**src/rtl/vram_arb_pkg.sv**
```systemverilog
// Shared constants and FSM state type for the VRAM arbiter.
// Optional build macro used by vram_arbiter: VRAM_ARB_STATS_EN.
package vram_arb_pkg;

  localparam int unsigned ADDR_W_DEF = 17;
  localparam int unsigned DATA_W_DEF = 8;
  localparam int unsigned FB_WIDTH   = 320;
  localparam int unsigned FB_HEIGHT  = 240;
  localparam int unsigned VID_ADDR_W = 17;
  localparam int unsigned STAT_W     = 16;

  typedef enum logic {
    IDLE = 1'b0,
    ACK  = 1'b1
  } arb_state_e;

endpackage

```
**src/rtl/vram_addr_gen.sv**
```systemverilog
// Framebuffer address from screen coordinates: (y>>1)*320 + (x>>1).
// 320 = 256 + 64, so the product is built from two shifts and an add.
module vram_addr_gen
  import vram_arb_pkg::*;
#(
  parameter int unsigned ADDR_W = ADDR_W_DEF
) (
  input  logic [9:0]        xpos,
  input  logic [9:0]        ypos,
  output logic [ADDR_W-1:0] vid_addr
);

  logic [8:0]            fb_x;
  logic [8:0]            fb_y;
  logic [VID_ADDR_W-1:0] sum;
  logic                  unused_lsb;

  assign fb_x       = xpos[9:1];
  assign fb_y       = ypos[9:1];
  // Pixel doubling: the coordinate LSBs do not select a framebuffer byte.
  assign unused_lsb = xpos[0] ^ ypos[0];

  // y*256 + y*64 + x
  assign sum = (VID_ADDR_W'(fb_y) << 8) + (VID_ADDR_W'(fb_y) << 6) + VID_ADDR_W'(fb_x);

  assign vid_addr = ADDR_W'(sum);

endmodule

```
**src/rtl/vram_arbiter.sv**
```systemverilog
// Single-port VRAM arbiter: video scan-out reads have absolute priority,
// CPU accesses fill the remaining cycles through a two-state IDLE/ACK FSM.
// Build macro VRAM_ARB_STATS_EN adds a saturating CPU stall counter.
module vram_arbiter
  import vram_arb_pkg::*;
#(
  parameter int unsigned ADDR_W = ADDR_W_DEF,
  parameter int unsigned DATA_W = DATA_W_DEF
) (
  input  logic              CLK_50M,
  input  logic              reset,
  input  logic              pix_ce,
  input  logic              vid_active,
  input  logic [9:0]        xpos,
  input  logic [9:0]        ypos,
  output logic [DATA_W-1:0] vid_pixel,
  input  logic              cpu_req,
  input  logic              cpu_we,
  input  logic [ADDR_W-1:0] cpu_addr,
  input  logic [DATA_W-1:0] cpu_wdata,
  output logic              cpu_ack,
  output logic [DATA_W-1:0] cpu_rdata,
  output logic [ADDR_W-1:0] mem_addr,
  output logic              mem_we,
  output logic [DATA_W-1:0] mem_wdata,
  input  logic [DATA_W-1:0] mem_rdata,
  output logic [STAT_W-1:0] cpu_stall_cnt
);

  arb_state_e        state_q;
  logic              rd_q;
  logic              vid_slot_q;
  logic              blank_ce_q;
  logic [DATA_W-1:0] vid_pixel_q;
  logic [DATA_W-1:0] cpu_rdata_q;
  logic [ADDR_W-1:0] vid_addr;
  logic              video_slot_c;
  logic              cpu_issue_c;

  vram_addr_gen #(.ADDR_W(ADDR_W)) u_addr_gen (
    .xpos     (xpos),
    .ypos     (ypos),
    .vid_addr (vid_addr)
  );

  assign video_slot_c = pix_ce & vid_active;
  // A CPU access goes out only from IDLE, outside video slots, and never under reset.
  assign cpu_issue_c  = (state_q == IDLE) & cpu_req & ~video_slot_c & ~reset;

  // RAM port mux: video first, then CPU, otherwise parked at address 0.
  always_comb begin
    mem_addr  = '0;
    mem_we    = 1'b0;
    mem_wdata = '0;
    if (video_slot_c) begin
      mem_addr = vid_addr;
    end else if (cpu_issue_c) begin
      mem_addr  = cpu_addr;
      mem_we    = cpu_we;
      mem_wdata = cpu_wdata;
    end
  end

  // Arbiter FSM plus pixel and read-data capture one cycle after each RAM access.
  always_ff @(posedge CLK_50M) begin
    if (reset) begin
      state_q     <= IDLE;
      rd_q        <= 1'b0;
      vid_slot_q  <= 1'b0;
      blank_ce_q  <= 1'b0;
      vid_pixel_q <= '0;
      cpu_rdata_q <= '0;
    end else begin
      vid_slot_q <= video_slot_c;
      blank_ce_q <= pix_ce & ~vid_active;
      if (vid_slot_q) begin
        vid_pixel_q <= mem_rdata;
      end else if (blank_ce_q) begin
        vid_pixel_q <= '0;
      end
      case (state_q)
        IDLE: begin
          if (cpu_issue_c) begin
            state_q <= ACK;
            rd_q    <= ~cpu_we;
          end
        end
        ACK: begin
          state_q <= IDLE;
          if (rd_q) begin
            cpu_rdata_q <= mem_rdata;
          end
        end
        default: state_q <= IDLE;
      endcase
    end
  end

  assign vid_pixel = vid_pixel_q;
  assign cpu_rdata = cpu_rdata_q;
  // A reset landing in the ACK cycle suppresses the acknowledge of the abandoned access.
  assign cpu_ack   = (state_q == ACK) & ~reset;

`ifdef VRAM_ARB_STATS_EN
  logic [STAT_W-1:0] stall_cnt_q;

  // Count IDLE cycles in which a pending CPU request was held off; saturates.
  always_ff @(posedge CLK_50M) begin
    if (reset) begin
      stall_cnt_q <= '0;
    end else if ((state_q == IDLE) && cpu_req && !cpu_issue_c && (stall_cnt_q != {STAT_W{1'b1}})) begin
      stall_cnt_q <= stall_cnt_q + STAT_W'(1);
    end
  end

  assign cpu_stall_cnt = stall_cnt_q;
`else
  assign cpu_stall_cnt = '0;
`endif

endmodule
```
**config.mk**
```make
export PLATFORM = sky130hd
export DESIGN_NAME = vram_arbiter
export DESIGN_NICKNAME = d
export VERILOG_FILES = /design/src/rtl/vram_arb_pkg.sv /design/src/rtl/vram_addr_gen.sv /design/src/rtl/vram_arbiter.sv
export SDC_FILE = /design/constraint.sdc
export NUM_CORES = 1
export LEC_CHECK = 0
export CORE_MARGIN = 2
export CORE_UTILIZATION = 25
export CTS_CLUSTER_DIAMETER = 40
export DETAILED_ROUTE_END_ITERATION = 8
export SLEW_MARGIN = 0
export SYNTH_ARGS = -nofsm -noshare
export SYNTH_HDL_FRONTEND = slang
export SYNTH_HIERARCHICAL = 1
export SYNTH_SLANG_ARGS = --single-unit
export TNS_END_PERCENT = 100
```
**constraint.sdc**
```tcl
create_clock -name CLK_50M -period 4.59 [get_ports CLK_50M]
set_input_delay 0.459 -clock CLK_50M [delete_from_list [all_inputs] [get_ports CLK_50M]]
set_output_delay 0.459 -clock CLK_50M [all_outputs]
set_load 0.01 [all_outputs]
```
==> metrics.md, run 1 <==
| Metric | Value |
|---|---|
| EDFF count, synth | 0 |
| Seq pwr share | 0.338 |
| Initial DRC Count | 26 |
| Minimum clock period after layout | 4060 ps |
| Post-DP HPWL | 3450 um |
| CTS clk-pin slew, worst paths | about 70 ps |
| N_diodes | 0 |
| Synthesized area | approximately 0.0017 sq mm |
| Startpoint types | primary input |
| Setup TNS | 0 ps |
| Bufs on Longest Clock Path | 2 |
| Layout Skew | roughly 4.7 ps |
| Syn avg cell area | 8.64 sq um |
| Core area | 0.00668 sq mm |
| Final Cycle Share | 0.885 |
| Max_slew headroom | 0.590 |
| CP Max Fanout | 3 |
| Hold WC Path Type | flip-flop to flip-flop |
| Post-CTS Setup Bufs | 0 |
| CTS resizes | 0 |
| Vias per cell | 4.45 |
| CP required | 4130 ps |
| Synthesis-to-finish area growth | 58.3% |
| Post-synthesis mux area share | 0.00886 |
| Initial antenna violation count | 0 |
| Fmax | 246 MHz |
| Final Slew Violations | 0 |
| IO Pins | 118 |
| TritonCTS clock tree | yes |
| Max VDD drop | 0.0923 mV |
| Setup CP Type | primary input to output pin |
| Reg area | 400 sq um |
| Xor-xnor portion of the synthesized cell area | 0.0414 |
| CTS Buf Count | 3 |
| PD cells | 203 mW/mm^2 |
| Die ar. | 0.00745 sq mm |
| IO buf count | between 90 and 100 |
| Distinct cells, synth | 31 |
| Fin util | 0.401 |
| Synth Warn # | 6 |
| Final Setup Violations | 0 |
| Gate Count Post-Synth | a little under 200 |
| Slew at the pin closest to its max-slew limit | 613 ps |
| Status | finished clean |
| Share of layout cells above drive strength 1 | 0.0495 |
| Adder-cell share of the synthesized area | 0.149 |
| Multi-input logic area | 0.00108 sq mm |
| Cell row count | 30 |
| Largest net degree at the start of global routing | 23 |
| Largest family of logic cells by synthesized area | compound AO/OA/AOI/OAI gates |
| RSZ-0062 raised after global routing | no |
| Initial Util | 0.254 |
| Post-layout nets | between 300 and 400 |
| Lkg Pwr | between 1 and 1.5 nW |
| H-tree depth | 1 |
| Die H | between 80 and 90 um |
| Final Hold Violating Endpoints | 0 |
| Synth Area in Compound Gates | 0.208 |
| First-pass GRT wire length | 6770 um |
| Routed vias | 1,614 |
| Die W | 86.3 um |
| Hold slack | ~450 ps |
| Ys async rst share | 0 |
| # hold bufs at CTS | 0 |
| Total power | 544 uW |
| RD Place Congestion | 0.807 |
| CP endpoint kind | output pin |
| Int Pwr | 389 uW |
| Power share of the combinational group | 0.418 |
| Post-Synth Simple-Gate Area | 0.196 |
| Congestion Overflow GR | 0 |
| Max-Cap Viols | 0 |
| Detail Route Antenna Nets | 0 |
| Fin cells | 363 |
| Commonest non-fill, non-tap cell in the layout | clkdlybuf4s50_1 |
| Fillers | 691 |
| Crit path DAT | 3600 ps |
| All-Layer GR Usage | 0.111 |
| DR WL/cell | between 10 and 15 um |
| Cell total after placement | about 360 |
| Worst skew pair latency | 260 ps |
| Routed WL | 4260 um |
| Vias in the first global route | roughly 1,500 |
| Clock power frac | 0.244 |
| Seq/Total Area, Yosys | 0.236 |
| Switching power | 155 uW |
| Clk sinks | 20 |
| FF+latch count, synth | 20 |
| Sw Share | 0.286 |
| Initial DRT Pass Iterations | 4 |
| Most frequent cells in the layout | clkdlybuf4s50_1 (99), a21oi_1 (21), dfxtp_1 (20) |
| Post-route DRC | 0 |
| Dominant synthesized flop cell | dfxtp_1 |
| Root buf cell | clkbuf_8 |
[stage by stage]
| step | setup slack [ps] | instance area [sq um] |
|---|---|---|
| 4_1_cts | 508 | 2680 |
| 6_report | 529 | 2680 |
| 2_1_floorplan | 1610 | 1750 |
| 3_3_place_gp | 539 | 2630 |
| 5_1_grt | 348 | 2680 |
| 3_5_place_dp | 507 | 2630 |
[cell families (layout without fill, tap and decap cells)]
kind of cell,count (synthesis),after routing
flip-flops,20,20
AND/OR/NAND/NOR,57,57
buffers and inverters,43,115
XOR/XNOR,8,8
adder cells (fa/ha/maj),19,19
AO/OA/AOI/OAI,47,47
other,1,16
multiplexers,1,1
[sequential cells by signal, summed over array words and instances, names as in the netlist]
signal      cells
rd_q            1
vid_slot_q      1
vid_pixel       8
cpu_rdata       8
blank_ce_q      1
state_q         1
[layer usage]
| layer | part of all wire | up-vias | global-route usage |
|---|---|---|---|
| met1 | 0.42 | 728 | 0.133 |
| li1 | - | 815 | - |
| met3 | 0.073 | 4 | 0.0333 |
| met2 | 0.50 | 67 | 0.192 |
| met5 | 0 | - | 0 |
| met4 | 0.0089 | 0 | 0.0313 |
[Yosys cell counts (3+ instances only)]
library cell  number  area (sq um)
a21oi_1           21           105
nor2b_1            3          18.8
nor2_1            12          45.0
a21o_1             3          22.5
dfxtp_1           20           400
ha_1              17           213
nand2_1            9          33.8
xnor2_1            8          70.1
clkbuf_1           6          22.5
nand3_1            9          45.0
inv_1             10          37.5
and2_1            10          62.6
buf_6              3          33.8
buf_4             22           165
a22o_1            17           149
nor3b_1            9          67.6
[worst paths after layout]
check / slack (ps) / from / cells after the start / to
worst min register to register: 450 / cpu_rdata[5] / 2 / cpu_rdata[5]
worst max register to register: 2760 / state_q / 3 / rd_q
worst max-delay path: 530 / ypos[1] / 12 / mem_addr[16]
worst min-delay path: 450 / cpu_rdata[5] / 2 / cpu_rdata[5]
[area by class of cell]
cell class,count,share of cell area
clock buffer,4,0.0205
inverter,10,0.0140
multi-input combinational,148,0.404
sequential,20,0.149
tap,80,0.0373
timing repair buffer,101,0.375
[power groups by stage]
stage               clock, mW  sequential, mW  combinational, mW
floorplan                   0           0.185              0.139
global placement            0           0.188              0.228
detailed placement          0           0.188              0.229
CTS                     0.138           0.184              0.230
global route            0.143           0.185              0.250
finish                  0.133           0.184              0.228
[worst max-delay path, cell delays in order]
cell and delay, ps:
clkdlybuf4s50_1 480, inv_1 60, fa_1 550, inv_1 60, ha_1 280, a21o_1 200
a2111oi_4 390, o21ai_1 120, a21oi_1 190, xnor2_1 140, a22o_1 150, clkdlybuf4s50_1 530
No activity file was read; power rests on OpenSTA's default activity.
==> run 2, diff against run 1 <==
- CORE_UTILIZATION: 25 -> 38
- CTS_CLUSTER_DIAMETER: 40 -> 80
- PLACE_DENSITY: unset -> 0.86
- TNS_END_PERCENT: 100 -> 1
==> metrics.md, run 2 (synthesis gave the netlist of run 1 again) <==
| Metric | Value |
|---|---|
| Root buf cell | clkbuf_8 |
| Cell row count | 24 |
| Post-CTS Setup Bufs | 0 |
| CTS Buf Count | 3 |
| CP required | a little over 4000 ps |
| Layout Skew | 0.869 ps |
| Vias in the first global route | 1,659 |
| Die ar. | 0.00501 sq mm |
| Final Cycle Share | 0.886 |
| Post-layout nets | 362 |
| Post-DP HPWL | roughly 3400 um |
| Setup TNS | 0 ps |
| CP endpoint kind | output pin |
| H-tree depth | 1 |
| Hold Path Depth | 2 |
| TritonCTS clock tree | yes |
| First-pass GRT wire length | approximately 6800 um |
| Worst skew pair latency | 250 ps |
| Gr busiest metal | met2 |
| CTS resizes | 0 |
| RD Place Congestion | a little under 0.8 |
| Initial antenna violation count | 0 |
| Fmax | about 250 MHz |
| IO Pins | 118 |
| Setup CP Type | primary input to output pin |
| Sw Share | 0.284 |
| Share of layout cells above drive strength 1 | 0.0495 |
| # hold bufs at CTS | 0 |
| Die H | just over 70 um |
| GR Util met1 | 0.180 |
| Routed vias | 1,617 |
| Status | finished clean |
| Initial Util | 0.392 |
| Die W | 70.8 um |
| Vias per cell | 4.83 |
| Initial DRT Pass Iterations | 4 |
| RSZ-0062 raised after global routing | no |
| Slew at the pin closest to its max-slew limit | 710 ps |
| Minimum clock period after layout | 4070 ps |
| All-Layer GR Usage | 0.162 |
| Reg2reg start | state_q |
| HP Start | cpu_rdata[7] |
| DP Worst Slack | between 500 and 600 ps |
| Synthesis-to-finish area growth | 56.2% |
| CTS clk-pin slew, worst paths | 70 ps |
| IO buf count | 99 |
| Power share of the combinational group | 0.420 |
| Core area | between 0.004 and 0.005 sq mm |
| PD cells | 205 mW/mm^2 |
| Max VDD drop | roughly 0.095 mV |
| Congestion Overflow GR | 0 |
| Final Setup Violations | 0 |
| Crit path DAT | 3610 ps |
| Largest net degree at the start of global routing | 23 |
| Clk sinks | 20 |
| Routed WL | roughly 4200 um |
| Met3 Usage GRT | 0.0242 |
| Most frequent cells in the layout | clkdlybuf4s50_1 (99), a21oi_1 (21), dfxtp_1 (20) |
| Startpoint types | primary input |
| CP Max Fanout | 3 |
| Switching power | around 150 uW |
| Detail Route Antenna Nets | 0 |
| Bufs on Longest Clock Path | 2 |
| Clock power frac | 0.241 |
| Seq pwr share | 0.339 |
| Commonest non-fill, non-tap cell in the layout | clkdlybuf4s50_1 |
| Max-Cap Viols | 0 |
| N_diodes | 0 |
| Depth of the most critical reg-to-reg path | 2 |
| Lkg Pwr | 1.09 nW |
| M2 GR Usage | 0.308 |
| Final Hold Violating Endpoints | 0 |
| Worst R2R Setup Slack | around 3000 ps |
| Final Slew Violations | 0 |
| Setup WS post-layout | 524 ps |
| Max_slew headroom | 0.525 |
| Initial DRC Count | a little under 50 |
| Int Pwr | roughly 400 uW |
| DR WL/cell | between 10 and 15 um |
| Hold WC Path Type | flip-flop to flip-flop |
| Reg-to-Reg End | rd_q |
| Post-route DRC | 0 |
| Hold Path End | cpu_rdata[7] |
[run 2: final cells by class]
type,count,area (sq um)
Timing Repair Buffer,101,1010
Sequential cell,20,400
Fill cell,397,1680
Clock buffer,4,55.1
Inverter,10,37.5
Multi-Input combinational cell,148,1080
Tap cell,52,65.1
[run 2: power groups by stage]
stage | Clock, mW | Combinational (mW) | Sequential [mW]
floorplan | 0 | 0.139 | 0.185
global placement | 0 | 0.224 | 0.187
detailed placement | 0 | 0.228 | 0.188
CTS | 0.134 | 0.230 | 0.184
global route | 0.141 | 0.249 | 0.185
finish | 0.131 | 0.228 | 0.184
[run 2: worst max-delay path, stage by stage]
cell and delay [ps]:
clkdlybuf4s50_1 460, inv_1 60, fa_1 590, inv_1 60, ha_1 290, a21o_1 200, a2111oi_4 370, o21ai_1 120
a21oi_1 180, xnor2_1 140, a22o_1 160, clkdlybuf4s50_1 530
[run 2: metrics by stage]
step / hold slack, ps / utilization / area (sq um) / power (mW) / cells
2_1_floorplan: 481 / - / 1750 / 0.324 / 211
4_1_cts: 464 / 0.612 / 2650 / 0.547 / 335
3_3_place_gp: 443 / 0.599 / 2590 / 0.412 / 331
5_1_grt: 486 / 0.612 / 2650 / 0.575 / 335
3_5_place_dp: 451 / 0.599 / 2590 / 0.416 / 331
6_report: 461 / 0.612 / 2650 / 0.543 / 335
[run 2: worst max path at each step]
stage | startpoint | to | slack [ps] | depth (start not counted)
3_3_place_gp | ypos[1] | mem_addr[16] | 560 | 12
6_report | xpos[9] | mem_addr[16] | 520 | 12
2_1_floorplan | xpos[9] | mem_addr[16] | 1610 | 10
4_1_cts | ypos[1] | mem_addr[16] | 500 | 12
3_5_place_dp | ypos[1] | mem_addr[16] | 520 | 12
5_1_grt | ypos[1] | mem_addr[16] | 340 | 12
[run 2: per-layer routing]
layer | up-vias | routed length (um)
met5 | - | 0
met4 | 0 | 87
li1 | 818 | -
met2 | 64 | 2150
met3 | 10 | 249
met1 | 725 | 1710
==> run 3, diff against run 2 <==
- CAP_MARGIN: unset -> 30
==> results of run 3 <==
No change in the layout: final DEF, timing and power equal those of run 2.
